### config.mk
export PLATFORM = sky130hd
export DESIGN_NAME = rf_wb_arbiter_flat
export DESIGN_NICKNAME = d
export VERILOG_FILES = /design/src/rtl/rf_wb_arbiter_if.sv /design/src/rtl/rf_wb_arbiter.sv /design/src/flat_wrapper.sv
export SDC_FILE = /design/constraint.sdc
export NUM_CORES = 1
export LEC_CHECK = 0
export CAP_MARGIN = 20
export CORE_AREA = 10 10 179 181
export DETAILED_ROUTE_END_ITERATION = 6
export DIE_AREA = 0 0 189 191
export DONT_BUFFER_PORTS = 1
export GPL_TIMING_DRIVEN = 1
export PLACE_DENSITY = 0.41
export SYNTH_ARGS = -nofsm -noshare
export SYNTH_HDL_FRONTEND = slang
export SYNTH_SLANG_ARGS = --single-unit
### constraint.sdc
create_clock -name clk -period 10.17 [get_ports clk]
set_input_delay 3.051 -clock clk [delete_from_list [all_inputs] [get_ports clk]]
set_output_delay 3.051 -clock clk [all_outputs]
set_load 0.01 [all_outputs]
### src/rtl/rf_wb_arbiter_if.sv
// Writeback requester bundle and scoreboard reservation port
// shared between the requesters/issue stage and the RF write arbiter.
interface rf_wb_arbiter_if #(
  parameter int NREQ = 3
);
  logic [NREQ-1:0]    req_valid;
  logic [NREQ-1:0]    req_ready;
  logic [NREQ*5-1:0]  req_reg;
  logic [NREQ*32-1:0] req_data;
  logic               rsv_valid;
  logic [4:0]         rsv_reg;
  logic               rsv_ready;

  modport master (
    output req_valid, req_reg, req_data,
    output rsv_valid, rsv_reg,
    input  req_ready, rsv_ready
  );

  modport slave (
    input  req_valid, req_reg, req_data,
    input  rsv_valid, rsv_reg,
    output req_ready, rsv_ready
  );
endinterface

### src/rtl/rf_wb_arbiter.sv
// Round-robin arbiter for the register file write port with a
// per-register pending-write scoreboard for RAW hazard stalls.
module rf_wb_arbiter #(
  parameter int NREQ = 3,
  parameter int CNTW = 2
) (
  input  logic              clk,
  input  logic              resetN,
  rf_wb_arbiter_if.slave    bus,
  input  logic [4:0]        rs_q,
  input  logic [4:0]        rt_q,
  output logic              rs_busy,
  output logic              rt_busy,
  output logic              regWrite,
  output logic [4:0]        wrReg,
  output logic [31:0]       wrData
);
  localparam int PW = (NREQ > 2) ? 2 : 1;

  logic [PW-1:0]   r_last;
  logic [CNTW-1:0] r_cnt [32];

  logic [4:0]      w_reg_a  [NREQ];
  logic [31:0]     w_data_a [NREQ];
  logic [NREQ-1:0] w_gnt;
  logic [PW-1:0]   w_gidx;
  logic [PW-1:0]   w_idx;
  logic            w_any;
  logic [4:0]      w_sreg;
  logic [31:0]     w_sdata;
  logic            w_rsv_hit;
  logic [31:0]     w_inc;
  logic [31:0]     w_dec;

  for (genvar g = 0; g < NREQ; g++) begin : g_unpack
    assign w_reg_a[g]  = bus.req_reg[5*g +: 5];
    assign w_data_a[g] = bus.req_data[32*g +: 32];
  end

  // Search starts just after the last winner and wraps.
  always_comb begin
    w_gnt  = '0;
    w_gidx = '0;
    w_idx  = '0;
    w_any  = 1'b0;
    for (int k = 1; k <= NREQ; k++) begin
      w_idx = PW'((int'(r_last) + k) % NREQ);
      if (!w_any && bus.req_valid[w_idx]) begin
        w_any        = 1'b1;
        w_gnt[w_idx] = 1'b1;
        w_gidx       = w_idx;
      end
    end
  end

  assign w_sreg        = w_reg_a[w_gidx];
  assign w_sdata       = w_data_a[w_gidx];
  assign bus.req_ready = w_gnt;

  always_ff @(posedge clk or negedge resetN) begin
    if (!resetN) begin
      regWrite <= 1'b0;
      wrReg    <= '0;
      wrData   <= '0;
      r_last   <= PW'(NREQ - 1);
    end else if (w_any) begin
      regWrite <= (w_sreg != 5'd0);
      wrReg    <= w_sreg;
      wrData   <= w_sdata;
      r_last   <= w_gidx;
    end else begin
      regWrite <= 1'b0;
    end
  end

  assign bus.rsv_ready = ~&r_cnt[bus.rsv_reg];
  assign w_rsv_hit = bus.rsv_valid && bus.rsv_ready
                   && (bus.rsv_reg != 5'd0);

  always_comb begin
    w_inc = '0;
    w_dec = '0;
    for (int i = 0; i < 32; i++) begin
      w_inc[i] = w_rsv_hit && (bus.rsv_reg == 5'(i));
      w_dec[i] = regWrite && (wrReg == 5'(i));
    end
  end

  // A same-edge reserve and retire on one register cancel out.
  always_ff @(posedge clk or negedge resetN) begin
    if (!resetN) begin
      for (int i = 0; i < 32; i++) r_cnt[i] <= '0;
    end else begin
      for (int i = 0; i < 32; i++) begin
        if (w_inc[i] && !w_dec[i])
          r_cnt[i] <= r_cnt[i] + CNTW'(1);
        else if (w_dec[i] && !w_inc[i] && r_cnt[i] != '0)
          r_cnt[i] <= r_cnt[i] - CNTW'(1);
      end
    end
  end

  assign rs_busy = (r_cnt[rs_q] != '0);
  assign rt_busy = (r_cnt[rt_q] != '0);

  a_no_underflow: assert property (
    @(posedge clk) disable iff (!resetN)
    regWrite |-> (r_cnt[wrReg] != '0)
  );
endmodule

### src/flat_wrapper.sv
// flat-port wrapper written by rule: the top's interface ports become plain ports
module rf_wb_arbiter_flat 
#(
  parameter int NREQ = 3,
  parameter int CNTW = 2
)
  (clk, resetN, rs_q, rt_q, rs_busy, rt_busy, regWrite, wrReg, wrData, bus_req_valid, bus_req_reg, bus_req_data, bus_rsv_valid, bus_rsv_reg, bus_req_ready, bus_rsv_ready);
  rf_wb_arbiter_if #(.NREQ(NREQ)) bus_i ();
  input  logic clk;
  input  logic resetN;
  input  logic [4:0] rs_q;
  input  logic [4:0] rt_q;
  output logic rs_busy;
  output logic rt_busy;
  output logic regWrite;
  output logic [4:0] wrReg;
  output logic [31:0] wrData;
  input wire logic [$bits(bus_i.req_valid)-1:0] bus_req_valid;
  input wire logic [$bits(bus_i.req_reg)-1:0] bus_req_reg;
  input wire logic [$bits(bus_i.req_data)-1:0] bus_req_data;
  input wire logic [$bits(bus_i.rsv_valid)-1:0] bus_rsv_valid;
  input wire logic [$bits(bus_i.rsv_reg)-1:0] bus_rsv_reg;
  output wire logic [$bits(bus_i.req_ready)-1:0] bus_req_ready;
  output wire logic [$bits(bus_i.rsv_ready)-1:0] bus_rsv_ready;
  assign bus_i.req_valid = bus_req_valid;
  assign bus_i.req_reg = bus_req_reg;
  assign bus_i.req_data = bus_req_data;
  assign bus_i.rsv_valid = bus_rsv_valid;
  assign bus_i.rsv_reg = bus_rsv_reg;
  assign bus_req_ready = bus_i.req_ready;
  assign bus_rsv_ready = bus_i.rsv_ready;
  rf_wb_arbiter #(.NREQ(NREQ), .CNTW(CNTW)) u_core (.clk(clk), .resetN(resetN), .bus(bus_i), .rs_q(rs_q), .rt_q(rt_q), .rs_busy(rs_busy), .rt_busy(rt_busy), .regWrite(regWrite), .wrReg(wrReg), .wrData(wrData));
endmodule
---- After elaboration in Yosys (flattened, before gate mapping) ----
Cells that the tools add are included.
operators by class
  add/subtract/negate cells ............... 67
  $mul .................................... 0
  div/mod/pow operators ................... 3
  magnitude comparators ................... 10
  equal/unequal tests ..................... 62
  shifts and indexed selects .............. 0
  muxes and demuxes ....................... 101
  bitwise gates (word level) .............. 6
  reductions and logical operators ........ 305
operators with widths
  operator                                                     count
  logical AND 1 bit                                            167
  equality test 5 bit (second input constant)                  32
  two-way mux 2 bit                                            73
  nonzero test 2 bit                                           66
  modulo 32 x 3 -> 32 bit (second input constant)              3
  equality test 5 x 4 -> 1 bit (second input constant)         16
  logical NOT 1 bit                                            67
  adder 2 x 1 -> 2 bit (second input constant)                 32
  binary-select mux 32 bit (select 2 bit)                      1
  two-way mux 32 bit                                           2
  subtractor 2 x 1 -> 2 bit (second input constant)            32
  equality test 5 x 3 -> 1 bit (second input constant)         8
  binary-select mux 2 bit (select 5 bit)                       3
  equality test 5 x 2 -> 1 bit (second input constant)         4
  greater-or-equal comparator 6 bit (second input constant)    3
  inverter 5 -> 6 bit                                          3
  binary-select mux 5 bit (select 2 bit)                       1
  equality test 5 x 1 -> 1 bit (second input constant)         2
  logical NOT 5 bit                                            2
  two-way mux 1 bit                                            10
  two-way mux 5 bit                                            2
  nonzero test 5 bit                                           2
  less-than comparator 2 x 3 -> 1 bit (second input constant)  3
  two-way mux 3 bit                                            3
  9 further kinds                                              17
storage, ports and cells
  register bits ........................... 104
  bits in latches ......................... 0
  RAM bits ................................ 0
  memory bits (read-only) ................. 0
  input port bits ......................... 132
  logic and storage cells ................. 590
  memories ................................ 0

---- Depth between registers and ports, before layout ----
Gate-level depths: netlist of the first run.
  depth in word-level cells ............... 17
  depth in mapped cells ................... 11
  mapped depth without buffers ............ 9

---- Worst setup path before layout of the first run ----
Ideal clock, no wire load.
  path kind ............................... input -> output
  start ................................... input port rs_q[2]
  end ..................................... output port rs_busy
  data arrival time ....................... 4693 ps
  path slack .............................. 2426 ps
  stages on the path ...................... 4
  cell sequence ........................... clkbuf_1 -> mux4_2 -> mux4_2 -> mux2i_1
between the ends
  word-level cells in the longest chain between the ends .. 5
RTL lines
  item                                                   RTL line              RTL
  from (decl)                                            flat_wrapper.sv:11    input logic [4:0] rs_q;
  inverter 5 -> 6 bit (not written as such)              rf_wb_arbiter.sv:103  assign rs_busy = (r_cnt[rs_q] != '0);
  binary-select mux 2 bit (select 5 bit)                 rf_wb_arbiter.sv:103
  two-way mux 2 bit (not written as such) (2 in series)  rf_wb_arbiter.sv:103
  nonzero test 2 bit                                     rf_wb_arbiter.sv:103
  to (decl)                                              flat_wrapper.sv:13    output logic rs_busy;
Every way passes these cells. The select of a mux whose other input is x is not followed.

---- Worst setup path after layout of the first run ----
  start ................................... input port bus_rsv_reg[1]
  end ..................................... output port bus_rsv_ready
between the ends
  word-level cells in the longest chain between the ends .. 6
RTL lines
  item                                                   RTL line             RTL
  from (decl)                                            flat_wrapper.sv:22   input wire logic [$bits(bus_i.rsv_reg)-1:0] bus_rsv_reg;
  inverter 5 -> 6 bit (not written as such)              rf_wb_arbiter.sv:76  assign bus.rsv_ready = ~&r_cnt[bus.rsv_reg];
  binary-select mux 2 bit (select 5 bit)                 rf_wb_arbiter.sv:76
  two-way mux 2 bit (not written as such) (2 in series)  rf_wb_arbiter.sv:76
  AND reduction 2 bit                                    rf_wb_arbiter.sv:76
  logical NOT 1 bit                                      rf_wb_arbiter.sv:76
  to (decl)                                              flat_wrapper.sv:24   output wire logic [$bits(bus_i.rsv_ready)-1:0] bus_rsv_ready;
Every way passes these cells. The select of a mux whose other input is x is not followed.

==> metrics.md, run 1 <==
| Metric | Value |
|---|---|
| Status | finished, final reports clean |
| Vias/cell | 5.18 |
| Pre-Repair DR Iteration Count | 5 |
| Final Hold Vio Count | 0 |
| Worst-path cell chain | nand3_2 -> o21ai_1 -> mux4_2 -> mux4_2 -> inv_1 |
| Max-cap viol count | 0 |
| Total Power | about 0.0024 W |
| Global-route wire length before repair | around 36000 um |
| Critical Path Max Stage Delay | between 500 and 600 ps |
| YS warnings | 0 |
| Worst reg2reg setup slack | 6710 ps |
| Worst path slowest cell | mux4_2 |
| Placed inst area | 7310 um2 |
| Top cells by area, synth | dfrtp_1, o21ai_0, mux2i_1, mux4_2, a21oi_1 |
| PD cells | 313 nW/um2 |
| Mapped Cells | ~780 |
| Die Wd | about 190 um |
| Yosys top cell by area | dfrtp_1 |
| Clk_lat worst skew | approximately 360 ps |
| Synth unique cells | 64 |
| Core area | 28500 um2 |
| Gr usage total | 0.130 |
| Setup Crit Path Kind | in -> out |
| Register area | between 2000 and 3000 um2 |
| VDD IR max | approximately 0.23 mV |
| Area overhead of the layout relative to synthesis | 8.60% |
| Most frequent CP cell | mux4_2 |
| Drt total wl | roughly 24000 um |
| CTS tree | yes |
| RR Endpoint | u_core.regWrite$_DFF_PN0_ |
| Initial antenna violation count | 1 |
| Tmin final | about 7400 ps |
| Tightest Pin Transition | roughly 960 ps |
| Post-synth EDFFs | 0 |
| Worst EP arrival | 4390 ps |
| Critical Path RT | roughly 7000 ps |
| Seq/Total Area, Yosys | 0.371 |
| Final HPWL from detailed placement | between 15000 and 20000 um |
| Cts repair resizes | 0 |
| Vias in the first global route | roughly 5900 |
| CP max FO | 39 |
| Pins over their slew limit | 0 |
| Area of the multi-input gates | ~4100 um2 |
| Leakage | 2.95 nW |
| Seq cells post-synth | ~100 |
| Routability cong. | 0.837 |
| Final net count | 889 |
| Min-delay src | u_core.r_cnt[62]$_DFFE_PN0P_ |
| Clock root cell | clkbuf_16 |
| Unrepaired setup endpoints after global routing | no |
| Port Buffers | 0 |
| Die area | around 36000 um2 |
| Starting Density | 0.246 |
| Max Freq | 0.134 GHz |
| Syn_nets | between 900 and 1000 |
| Min-Delay Endpoint | u_core.r_cnt[62]$_DFFE_PN0P_ |
| Grt ovf | 0 |
| Hold Crit Depth | 1 |
| Post-route cell area | between 7000 and 8000 um2 |
| Avg WL per Cell | ~21 um |
| Layout cells sized above 1 | 0.0806 |
| DRT antenna net count | 0 |
| Via count | 5915 |
| Synth top cells by count | dfrtp_1, o21ai_0, a21oi_1 |
| Number of fill cells in the layout | just over 3000 |
| Setup bufs post-CTS | 0 |
| Clock Path Buffers | 2 |
| Clock sink total | roughly 100 |
| Ys flop type | dfrtp_1 |
| Worst-path clk slew | 70 ps |
| Slew HR | 0.361 |
| Top-count cell post-synth | dfrtp_1 |
| TNS Setup | 0 ps |
| Fraction of registers with async set or reset after synthesis | 1.00 |
| R2R depth | 9 |
| Num CTS Buffers | 9 |
| Start of the worst register-to-register path | u_core.r_last[0]$_DFFE_PN0P_ |
| Type of the worst min-delay path | reg -> reg |
| Final period util | 0.731 |
| Critical Path Source Type | primary input |
| H-tree depth | 3 |
| Hold-fix buffers at CTS | 0 |
| Pin count of the biggest net entering global routing | about 110 |
| Final setup violation count | 0 |
| Core Rows | just over 60 |
| Mapped Area | roughly 7000 um2 |
| Boundary Pins | 176 |
| # DRC | 0 |
| Type of element capturing the critical path | output port |
| Avg Inst Size Synth | 8.95 um2 |
| Worst Skew | roughly 9.8 ps |
| Iter 0 DRT Violations | ~430 |
| Share of the synthesized area in the top cell type | 0.368 |
| Die height | about 190 um |
-- registers in the layout, indices dropped and copies added, names as in the netlist --
register / cells
u_core.wrReg: 5
u_core.r_cnt: 64
u_core.r_last: 2
u_core.regWrite: 1
u_core.wrData: 32
-- critical path, delay by kind of cell --
kind                   cells  cell delay (ps)
muxes                      2             1100
and+or+nand+nor            1               30
AOI/OAI and AO/OA          1               60
buffers and inverters      1              130
-- through the flow --
stage	hold slack (ps)	setup slack [ps]	instances	util
finish	500	2730	1142	0.268
detailed placement	493	2730	1125	0.257
floorplan	468	2430	784	-
global placement	494	2730	1125	0.257
global route	525	2690	1142	0.268
CTS	503	2730	1141	0.267
-- metal layers --
metal | vias up | track usage | wire, um
met5 | - | 0 | 0
met4 | 0 | 0.0305 | 263
met3 | 15 | 0.0510 | 2210
met2 | 228 | 0.200 | 10500
met1 | 2831 | 0.168 | 10800
li1 | 2841 | - | -
-- kinds of logic (layout without fill, tap and decap cells) --
kind of cell / Yosys count / after routing / share of synthesized area
fa+ha+maj: 5 / 5 / 0.00892
xor+xnor: 9 / 9 / 0.0112
mux: 67 / 67 / 0.130
compound gates: 299 / 299 / 0.267
simple gates: 225 / 225 / 0.168
other cells: 0 / 1 / 0
buf+inv: 75 / 48 / 0.0437
flops: 104 / 104 / 0.371
-- worst max path at each step --
stage	from	endpoint	slack [ps]	cells past startpoint
2_1_floorplan	rs_q[2]	rs_busy	2430	4
3_3_place_gp	bus_rsv_reg[1]	bus_rsv_ready	2730	5
3_5_place_dp	bus_rsv_reg[1]	bus_rsv_ready	2730	5
4_1_cts	bus_rsv_reg[1]	bus_rsv_ready	2730	5
5_1_grt	bus_rsv_reg[1]	bus_rsv_ready	2690	5
6_report	bus_rsv_reg[1]	bus_rsv_ready	2730	5
-- cell type report --
| class | count | share of cell area |
|---|---|---|
| Inverter | 30 | 0.0148 |
| Tap cell | 384 | 0.0631 |
| Multi-Input combinational cell | 605 | 0.539 |
| Clock inverter | 5 | 0.00608 |
| Sequential cell | 104 | 0.342 |
| Timing Repair Buffer | 2 | 0.00197 |
| Antenna cell | 1 | 0.000329 |
| Clock buffer | 11 | 0.0332 |
-- placed cells by master, fill, tap and decap left out, types with 14 or more instances in the layout --
cell	synthesis	routed
o21ai_1	24	24
o21ai_0	91	91
dfrtp_1	103	103
nand3_1	24	24
a211oi_1	33	33
nand2_1	55	55
nor2_1	59	59
inv_1	28	28
o21a_1	14	14
mux4_2	19	19
nand2b_1	15	15
a22oi_1	32	32
a21oi_1	70	70
mux2i_1	43	43
-- report_power, final --
group | total, W | internal (W) | switching, W
Sequential | 0.000858 | 0.000592 | 0.000267
Clock | 0.000361 | 0.000185 | 0.000177
Combinational | 0.00117 | 0.000469 | 0.000697
Total | 0.00239 | 0.00125 | 0.00114
Power figures use the tool's default switching activity.
==> run 2: changes to the inputs <==
Settings changed: PLACE_DENSITY 0.41 to 0.42.
Clock period 10.17 ns to 6.5 ns, I/O delays scaled along.
==> run 2 against run 1 <==
Critical path type unchanged. Via count grew 0.74%. Power grew 55%. Largest cell class unchanged. Die area did not move. Flip-flop and latch count unchanged. Sequential share of layout area increased by 0.12 points. Sequential power grew 57%. Setup slack got worse by 1500 ps.
==> metrics.md, run 2 (synthesis results as in run 1) <==
| Metric | Value |
|---|---|
| Setup Crit Path Kind | in -> out |
| Drt total wl | 23800 um |
| Die height | about 190 um |
| Vias/cell | around 5.2 |
| Tightest Pin Transition | between 900 and 1000 ps |
| Num CTS Buffers | 9 |
| Core area | roughly 28000 um2 |
| Final net count | about 900 |
| H-tree depth | 3 |
| Critical Path Max Stage Delay | 570 ps |
| Commonest cells after routing, fill and taps aside | dfrtp_1, o21ai_0, a21oi_1, nor2_1, nand2_1 |
| Top Registers | u_core.r_cnt: 64 flops, u_core.wrData: 32 flops, u_core.wrReg: 5 flops |
| Hold-fix buffers at CTS | 0 |
| Slew HR | 0.379 |
| Critical Path Source Type | primary input |
| Leakage | around 2.9 nW |
| DRT antenna net count | 0 |
| Type of the worst min-delay path | reg -> reg |
| Gr usage total | 0.131 |
| PD cells | around 500 nW/um2 |
| Initial antenna violation count | 0 |
| Clock root cell | clkbuf_16 |
| Pins over their slew limit | 0 |
| Worst EP arrival | between 3000 and 4000 ps |
| # DRC | 0 |
| Global-route wire length before repair | between 30000 and 40000 um |
| CP max FO | 39 |
| Place WS | around 1300 ps |
| Worst path slowest cell | mux4_2 |
| Pre-Repair DR Iteration Count | 4 |
| Core Rows | 62 |
| Reg with most FFs | u_core.r_cnt |
| Max FFs per register | 64 |
| CTS tree | yes |
| Max Freq | approximately 0.19 GHz |
| Final setup violation count | 0 |
| Port Buffers | 0 |
| Via count | approximately 6000 |
| Die area | ~36000 um2 |
| Type of element capturing the critical path | output port |
| Routability cong. | about 0.85 |
| Grt ovf | 0 |
| Starting Density | 0.246 |
| Max-cap viol count | 0 |
| Layout cells sized above 1 | 0.0779 |
| Final setup margin | about 1200 ps |
| Antenna Cells | 0 |
| Boundary Pins | 176 |
| Tmin final | between 5000 and 6000 ps |
| Worst-path clk slew | 70 ps |
| Most common cell after layout, fill and taps aside | dfrtp_1 |
| Number of fill cells in the layout | 3081 |
| Finished Layout Cells | 1141 |
| Placed cell count | roughly 1100 |
| Unrepaired setup endpoints after global routing | no |
| Area overhead of the layout relative to synthesis | 8.21% |
| Final period util | 0.810 |
| TNS Setup | 0 ps |
| Final HPWL from detailed placement | roughly 19000 um |
| VDD IR max | 0.435 mV |
| Most frequent CP cell | mux4_2 |
| Worst Skew | 16.8 ps |
| Die Wd | between 150 and 200 um |
| Vias in the first global route | between 5000 and 6000 |
| Avg WL per Cell | between 20 and 25 um |
| Pin count of the biggest net entering global routing | about 110 |
| Iter 0 DRT Violations | 379 |
| Critical Path RT | 4550 ps |
| Worst-path cell chain | nand3_1 -> o21ai_1 -> mux4_2 -> mux4_2 -> inv_1 |
| Worst hold slack | around 500 ps |
| Clock sink total | approximately 100 |
| Final Hold Vio Count | 0 |
| Status | finished, final reports clean |
| Setup bufs post-CTS | 0 |
| Cts repair resizes | 0 |
| Clock Path Buffers | 2 |
| Clk_lat worst skew | 360 ps |
## run 2: cell count changes in the layout (fill, tap and decap cells not counted), sizes merged
cell / before / now
clkinv: 2 / 1
diode: 1 / 0
inv: 33 / 32
clkinvlp: 0 / 2
## run 2: report_power, final
group	leakage [nW]	internal, W	switching (W)
clock	0.127	0.000265	0.000273
combinational	1.57	0.000734	0.00108
sequential	1.22	0.000926	0.000425
## run 2: layer usage
layer	track usage	vias to the layer above	part of all wire
met1	0.168	2866	0.45
met5	0	-	0
met4	0.0357	0	0.015
met3	0.0499	21	0.091
met2	0.201	234	0.44
li1	-	2838	-
## run 2: cell type report
cell class / count / area, um2 / share of cell area
Clock buffer: 11 / 233 / 0.0307
Clock inverter: 5 / 41.3 / 0.00544
Inverter: 30 / 113 / 0.0148
Multi-Input combinational cell: 605 / 4100 / 0.541
Sequential cell: 104 / 2600 / 0.343
Tap cell: 384 / 480 / 0.0633
Timing Repair Buffer: 2 / 15.0 / 0.00198
## run 2: critical path, delay by kind of cell
family	cells	cell delay, ps
AND/OR/NAND/NOR	1	50
multiplexers	2	1100
AO/OA/AOI/OAI	1	70
buffers and inverters	1	140
## run 2: per-stage QoR
step            util  instance area [um2]  power [W]
2_1_floorplan      -                 7010    0.00270
3_3_place_gp   0.257                 7310    0.00319
3_5_place_dp   0.257                 7310    0.00319
4_1_cts        0.267                 7590    0.00374
5_1_grt        0.267                 7590    0.00403
6_report       0.267                 7590    0.00370
## run 2: worst paths after layout
| kind | slack [ps] | cells past startpoint | endpoint | startpoint |
|---|---|---|---|---|
| max | 1240 | 5 | bus_rsv_ready | bus_rsv_reg[1] |
| min | 500 | 1 | u_core.r_cnt[62]$_DFFE_PN0P_ | u_core.r_cnt[62]$_DFFE_PN0P_ |
| max reg2reg | 3040 | 9 | u_core.regWrite$_DFF_PN0_ | u_core.r_last[0]$_DFFE_PN0P_ |
| min reg2reg | 500 | 1 | u_core.r_cnt[62]$_DFFE_PN0P_ | u_core.r_cnt[62]$_DFFE_PN0P_ |
| max in group asynchronous | 4980 | 0 | u_core.r_last[1]$_DFFE_PN1P_ | resetN |
| min in group asynchronous | 1280 | 0 | u_core.r_cnt[5]$_DFFE_PN0P_ | resetN |
==> RTL edit 1 (flow settings as in run 1) <==
Make the reset (`resetN`) synchronous in 2 clocked blocks.
--- a/src/rtl/rf_wb_arbiter.sv
+++ b/src/rtl/rf_wb_arbiter.sv
@@ -57,7 +57,7 @@
   assign w_sdata       = w_data_a[w_gidx];
   assign bus.req_ready = w_gnt;
 
-  always_ff @(posedge clk or negedge resetN) begin
+  always_ff @(posedge clk) begin
     if (!resetN) begin
       regWrite <= 1'b0;
       wrReg    <= '0;
@@ -87,7 +87,7 @@
   end
 
   // A same-edge reserve and retire on one register cancel out.
-  always_ff @(posedge clk or negedge resetN) begin
+  always_ff @(posedge clk) begin
     if (!resetN) begin
       for (int i = 0; i < 32; i++) r_cnt[i] <= '0;
     end else begin
Function: differs if resetN is asserted again (counterexample within 4 cycles, from zero or initial values and one cycle with resetN low); with resetN held inactive, the same outputs for 4 cycles.
==> RTL edit 1 against run 1 <==
Count of clock-buffer cells in the layout stayed put. Via count up 9.2%. Area after synthesis rose by 9.6%. Core utilization increased by 2.5 points. Worst setup slack worse by 46 ps. Sequential cell count is the same. Critical path depth is 1 lower. Cell area grew 9.2%. Wire length grew 12%. Highest routed layer unchanged.
Power is not compared: it rests on default switching activity, and its combinational part moved more than twofold at a synthesized area within 25%.
==> RTL edit 1: results (changes against run 1) <==
Outcome
  – Outcome: complete, no violations

Placement
  – RePlAce Congestion: 0.8549 (+2.2%)
  – Final HPWL DP: 20790 um (+12%)
  – Placed insts: 1181 (+5.0%)
  – Placed cell area: 0.007986 mm2 (+9.2%)
  – Pre-CTS setup slack: 2705 ps (-24.97 ps)

Final layout
  – Antenna cells: 0 (-1)
  – Layout Nets: 945 (+6.3%)
  – Largest registers in the final layout: u_core.r_cnt (64), u_core.wrData (32), u_core.wrReg (5)
  – Fraction of layout cells with a size suffix above 1: 9.594% (+1.5 points)

Logic synthesis
  – Share of the synthesized area in the top cell type: 25.00% (-12 points)
  – Area contributors post-synth: edfxtp_1 (25%), dfxtp_1 (10%), mux4_2 (7.9%)
  – Seq/Total Area, Yosys: 35.42% (-1.7 points)
  – Syn Area/Cell: 9.119 um2 (+1.9%)
  – Number of library cell types mapped by synthesis: 75 (+17%)
  – EDFF count, synth: 64 (+64)
  – Synth top cells by count: nor2_1 (124), nand2_1 (96), edfxtp_1 (64)
  – Asr flop ratio synth: 0% (-100 points)
  – Syn Nets: 980 (+6.4%)

Global route
  – Grt met2 use: 22.77% (+2.8 points)
  – GR Layer Usage met3: 4.683% (-0.42 points)
  – Antenna violations before repair: 0 (-1)
  – Vias in the first global route: 6535 (+11%)
  – GRT Total Usage: 14.60% (+1.6 points)
  – Met1 Use GR: 19.20% (+2.4 points)
  – First-pass GRT wire length: 40770 um (+12%)
  – Largest net degree at the start of global routing: 63 (-40%)

Detailed routing
  – DR WL/cell: 22.39 um (+7.2%)
  – WL final: 26800 um (+12%)
  – Detailed route wirelength on metal3: 2559 um (+16%)
  – DRT iter0 DRCs: 441 (+2.1%)
  – Met1 wire length: 11750 um (+8.3%)
  – Met2 wire len: 12140 um (+15%)
  – Drt pass-1 iters: 5 (unchanged)
  – Vias per cell: 5.396 (+4.2%)

Worst setup path
  – CP peak stage delay: 530 ps (-50 ps)
  – Crit path DAT: 4430 ps (+40 ps)
  – Slowest stage cell, crit path: mux4_1
  – Reg2Reg Depth: 9 (unchanged)
  – CP Max Fanout: 39 (unchanged)
  – Family with the most delay on the worst path: multiplexers

Clock tree
  – Root buffer cell: clkbuf_16
  – # H-tree levels: 3 (unchanged)
  – Clk_lat worst skew: 360 ps (about the same)
  – Total setup buffers inserted after CTS: 0 (unchanged)

Min path
  – Hold Crit Class: flip-flop to flip-flop
  – Worst hold path cell count: 2 (+1)

Timing
  – Skew final: 13.10 ps (+3.279 ps)
  – Worst rel slew slack: 43.49% (+7.4 points)

Power and ir drop
  – Pleak: 2.814 nW
RTL edit 1: kinds of logic (layout without fill, tap and decap cells):
logic type | Yosys count | after routing | synth area share [%]
compound gates | 212 | 212 | 19.08
flops | 104 | 104 | 35.42
simple gates | 340 | 340 | 20.80
mux | 92 | 92 | 16.68
fa+ha+maj | 6 | 6 | 0.9440
xor+xnor | 29 | 29 | 3.304
buf+inv | 60 | 30 | 3.776
RTL edit 1: power groups by stage:
stage,Combinational (mW),Sequential [mW],Clock [mW]
after floorplan,0.294,0.554,0
after global placement,0.370,0.578,0
after detailed placement,0.367,0.576,0
after CTS,0.369,0.567,0.406
after global routing,0.404,0.574,0.420
final,0.367,0.565,0.390
RTL edit 1: path summary, 6_finish.rpt:
path	end	slack (ps)	from
hold reg to reg	u_core.wrData[26]	510	u_core.wrData[26]
setup reg to reg	u_core.regWrite	7160	u_core.r_last[0]
hold / removal	u_core.wrData[26]	510	u_core.wrData[26]
setup / recovery	bus_rsv_ready	2690	bus_rsv_reg[1]
RTL edit 1: worst reg2reg max path, cell delays in order, from the launching register on:
cell and delay (ps):
dfxtp_1 380, inv_1 80, ha_1 450, a21oi_1 200, o21ai_1 110, a211oi_4 180
buf_4 550, mux2i_1 390, a21oi_1 120, o41a_1 430
RTL edit 1: cell type report:
type | count | area (um2) | area share (%)
Clock buffer | 11 | 264.0 | 3.175
Clock inverter | 5 | 65.06 | 0.7824
Inverter | 7 | 26.28 | 0.3160
Multi-Input combinational cell | 679 | 4705 | 56.58
Sequential cell | 104 | 2723 | 32.74
Tap cell | 384 | 480.5 | 5.778
Timing Repair Buffer | 7 | 52.55 | 0.6320
==> RTL edit 2 (config.mk and constraints of run 1) <==
Without the edit above. `NREQ` is set to 3 in 3 places; all go to 2.
--- a/src/rtl/rf_wb_arbiter_if.sv
+++ b/src/rtl/rf_wb_arbiter_if.sv
@@ -1,7 +1,7 @@
 // Writeback requester bundle and scoreboard reservation port
 // shared between the requesters/issue stage and the RF write arbiter.
 interface rf_wb_arbiter_if #(
-  parameter int NREQ = 3
+  parameter int NREQ = 2
 );
   logic [NREQ-1:0]    req_valid;
   logic [NREQ-1:0]    req_ready;
--- a/src/rtl/rf_wb_arbiter.sv
+++ b/src/rtl/rf_wb_arbiter.sv
@@ -1,7 +1,7 @@
 // Round-robin arbiter for the register file write port with a
 // per-register pending-write scoreboard for RAW hazard stalls.
 module rf_wb_arbiter #(
-  parameter int NREQ = 3,
+  parameter int NREQ = 2,
   parameter int CNTW = 2
 ) (
   input  logic              clk,
--- a/src/flat_wrapper.sv
+++ b/src/flat_wrapper.sv
@@ -1,7 +1,7 @@
 // flat-port wrapper written by rule: the top's interface ports become plain ports
 module rf_wb_arbiter_flat 
 #(
-  parameter int NREQ = 3,
+  parameter int NREQ = 2,
   parameter int CNTW = 2
 )
   (clk, resetN, rs_q, rt_q, rs_busy, rt_busy, regWrite, wrReg, wrData, bus_req_valid, bus_req_reg, bus_req_data, bus_rsv_valid, bus_rsv_reg, bus_req_ready, bus_rsv_ready);
Interface: changed (resized bus_req_data, bus_req_ready, bus_req_reg and bus_req_valid); port bits go from 176 to 137. No check against the original RTL was run, so the function may have changed too.
==> RTL edit 2 against run 1 <==
Core utilization is 0.58 points lower. Area after synthesis is 1.5% lower. Sequential cell count is 1 lower. Synthesized cell count increased by 1.8%. Wire length decreased by 6.0%. Cell area decreased by 2.2%. Count of clock-buffer cells in the layout down 2. Cell count rose by 1.1%. Via count rose by 1.0%. Sequential share of layout area rose by 0.43 points. Worst setup slack got worse by 120 ps. Critical path type unchanged. Highest routed layer unchanged.
Power is not compared: it rests on default switching activity, and its combinational part moved more than twofold at a synthesized area within 25%.
==> RTL edit 2: results (changes against run 1) <==
Outcome
  – Outcome: complete, no violations

Logic synthesis
  – Area contributors post-synth: dfrtp_1 (37%), mux4_2 (6.5%), a21oi_1 (5.1%)
  – Syn Nets: 893 (-3.0%)
  – Cells after synthesis: 798 (+1.8%)
  – Number of library cell types mapped by synthesis: 54 (-16%)
  – Synth top cells by count: dfrtp_1 (102), nor2_1 (83), a21oi_1 (70)
  – Seq/Total Area, Yosys: 37.33% (+0.20 points)
  – Asr flop ratio synth: 100.0% (unchanged)

Timing
  – Setup TNS: 0 ps (unchanged)
  – Tightest Pin Transition: 1044 ps (+87.82 ps)
  – Skew final: 15.63 ps (+5.814 ps)

Detailed routing
  – DR WL/cell: 19.43 um (-7.0%)
  – Met2 wire len: 9619 um (-8.8%)
  – Detailed route wirelength on metal3: 2243 um (+1.7%)
  – Vias per cell: 5.178 (about the same)
  – DRT iter0 DRCs: 239 (-45%)
  – Met1 wire length: 10350 um (-4.5%)
  – Drt pass-1 iters: 4 (-1)

Final layout
  – Fillers: 3059 (-0.13%)
  – Antenna cells: 0 (-1)
  – Layout Nets: 860 (-3.3%)
  – Final std cells w/o fill: 1154 (+1.1%)
  – Fraction of layout cells with a size suffix above 1: 8.182% (+0.12 points)
  – Largest registers in the final layout: u_core.r_cnt (64), u_core.wrData (32), u_core.wrReg (5)

Placement
  – Placed insts: 1138 (+1.2%)
  – RePlAce Congestion: 0.8064 (-3.6%)
  – Pre-CTS setup slack: 2592 ps (-137.5 ps)
  – Final HPWL DP: 16600 um (-11%)
  – IO buf count: 0 (unchanged)
  – Placed cell area: 0.007171 mm2 (-2.0%)

Worst setup path
  – CP Max Fanout: 35 (-10%)
  – CP peak stage delay: 520 ps (-60 ps)
  – Worst flop-to-flop path startpoint: u_core.wrReg[4]
  – Slowest stage cell, crit path: mux4_1
  – Crit path launch: bus_rsv_reg[1]
  – Crit path DAT: 4510 ps (+120 ps)

Clock tree
  – CTS buffer count: 9 (unchanged)
  – Clock buffer depth: 2 (unchanged)
  – Root buffer cell: clkbuf_16
  – Clk_lat worst skew: 360 ps (about the same)
  – # H-tree levels: 3 (unchanged)
  – Total setup buffers inserted after CTS: 0 (unchanged)

Power and ir drop
  – Pleak: 2.995 nW
  – VDD IR max: 86.72 uV

Global route
  – Antenna violations before repair: 0 (-1)
  – Vias in the first global route: 5837 (-0.70%)
  – GRT Total Usage: 12.48% (-0.51 points)
  – Largest net degree at the start of global routing: 104 (-0.95%)
  – First-pass GRT wire length: 35230 um (-2.9%)

Min path
  – Hold Path Origin: u_core.r_cnt[38]
-- RTL edit 2: per-stage QoR --
step                      hold slack [ps]  power (mW)
after floorplan                     469.8      0.9090
after global routing                546.6       1.448
after detailed placement            522.9       1.006
after global placement              531.9       1.006
after CTS                           536.5       1.364
final                               525.1       1.348
-- RTL edit 2: metal layers --
metal,track usage (%),vias to the layer above
li1,-,2907
met2,18.50,198
met1,16.35,2855
met3,5.357,15
met4,3.053,0
met5,0,-
-- RTL edit 2: path summary, 6_finish.rpt --
path | end | slack [ps] | cells after the start
hold reg to reg | u_core.r_cnt[38] | 530 | 1
hold / removal | u_core.r_cnt[38] | 530 | 1
setup reg to reg | u_core.r_cnt[14] | 7620 | 5
min in group asynchronous | u_core.r_cnt[13] | 2400 | 0
max in group asynchronous | u_core.r_last | 7510 | 0
setup / recovery | bus_rsv_ready | 2610 | 5
-- RTL edit 2: final cells by class --
class / count / area (um2) / share of cell area (%)
Multi-Input combinational cell: 588 / 3859 / 51.80
Inverter: 60 / 230.2 / 3.090
Clock buffer: 9 / 225.2 / 3.023
Tap cell: 384 / 480.5 / 6.449
Sequential cell: 103 / 2579 / 34.62
Clock inverter: 7 / 53.80 / 0.7222
Timing Repair Buffer: 3 / 22.52 / 0.3023
-- RTL edit 2: cells by family (layout without fill, tap and decap cells) --
| logic type | after synthesis | count (layout) | share of synthesized area, % |
|---|---|---|---|
| adder cells (fa/ha/maj) | 1 | 1 | 0.1811 |
| multiplexers | 29 | 29 | 8.531 |
| flip-flops | 103 | 103 | 37.33 |
| AND/OR/NAND/NOR | 228 | 228 | 16.14 |
| AO/OA/AOI/OAI | 318 | 318 | 29.49 |
| XOR/XNOR | 12 | 12 | 1.521 |
| buffers and inverters | 107 | 79 | 6.810 |
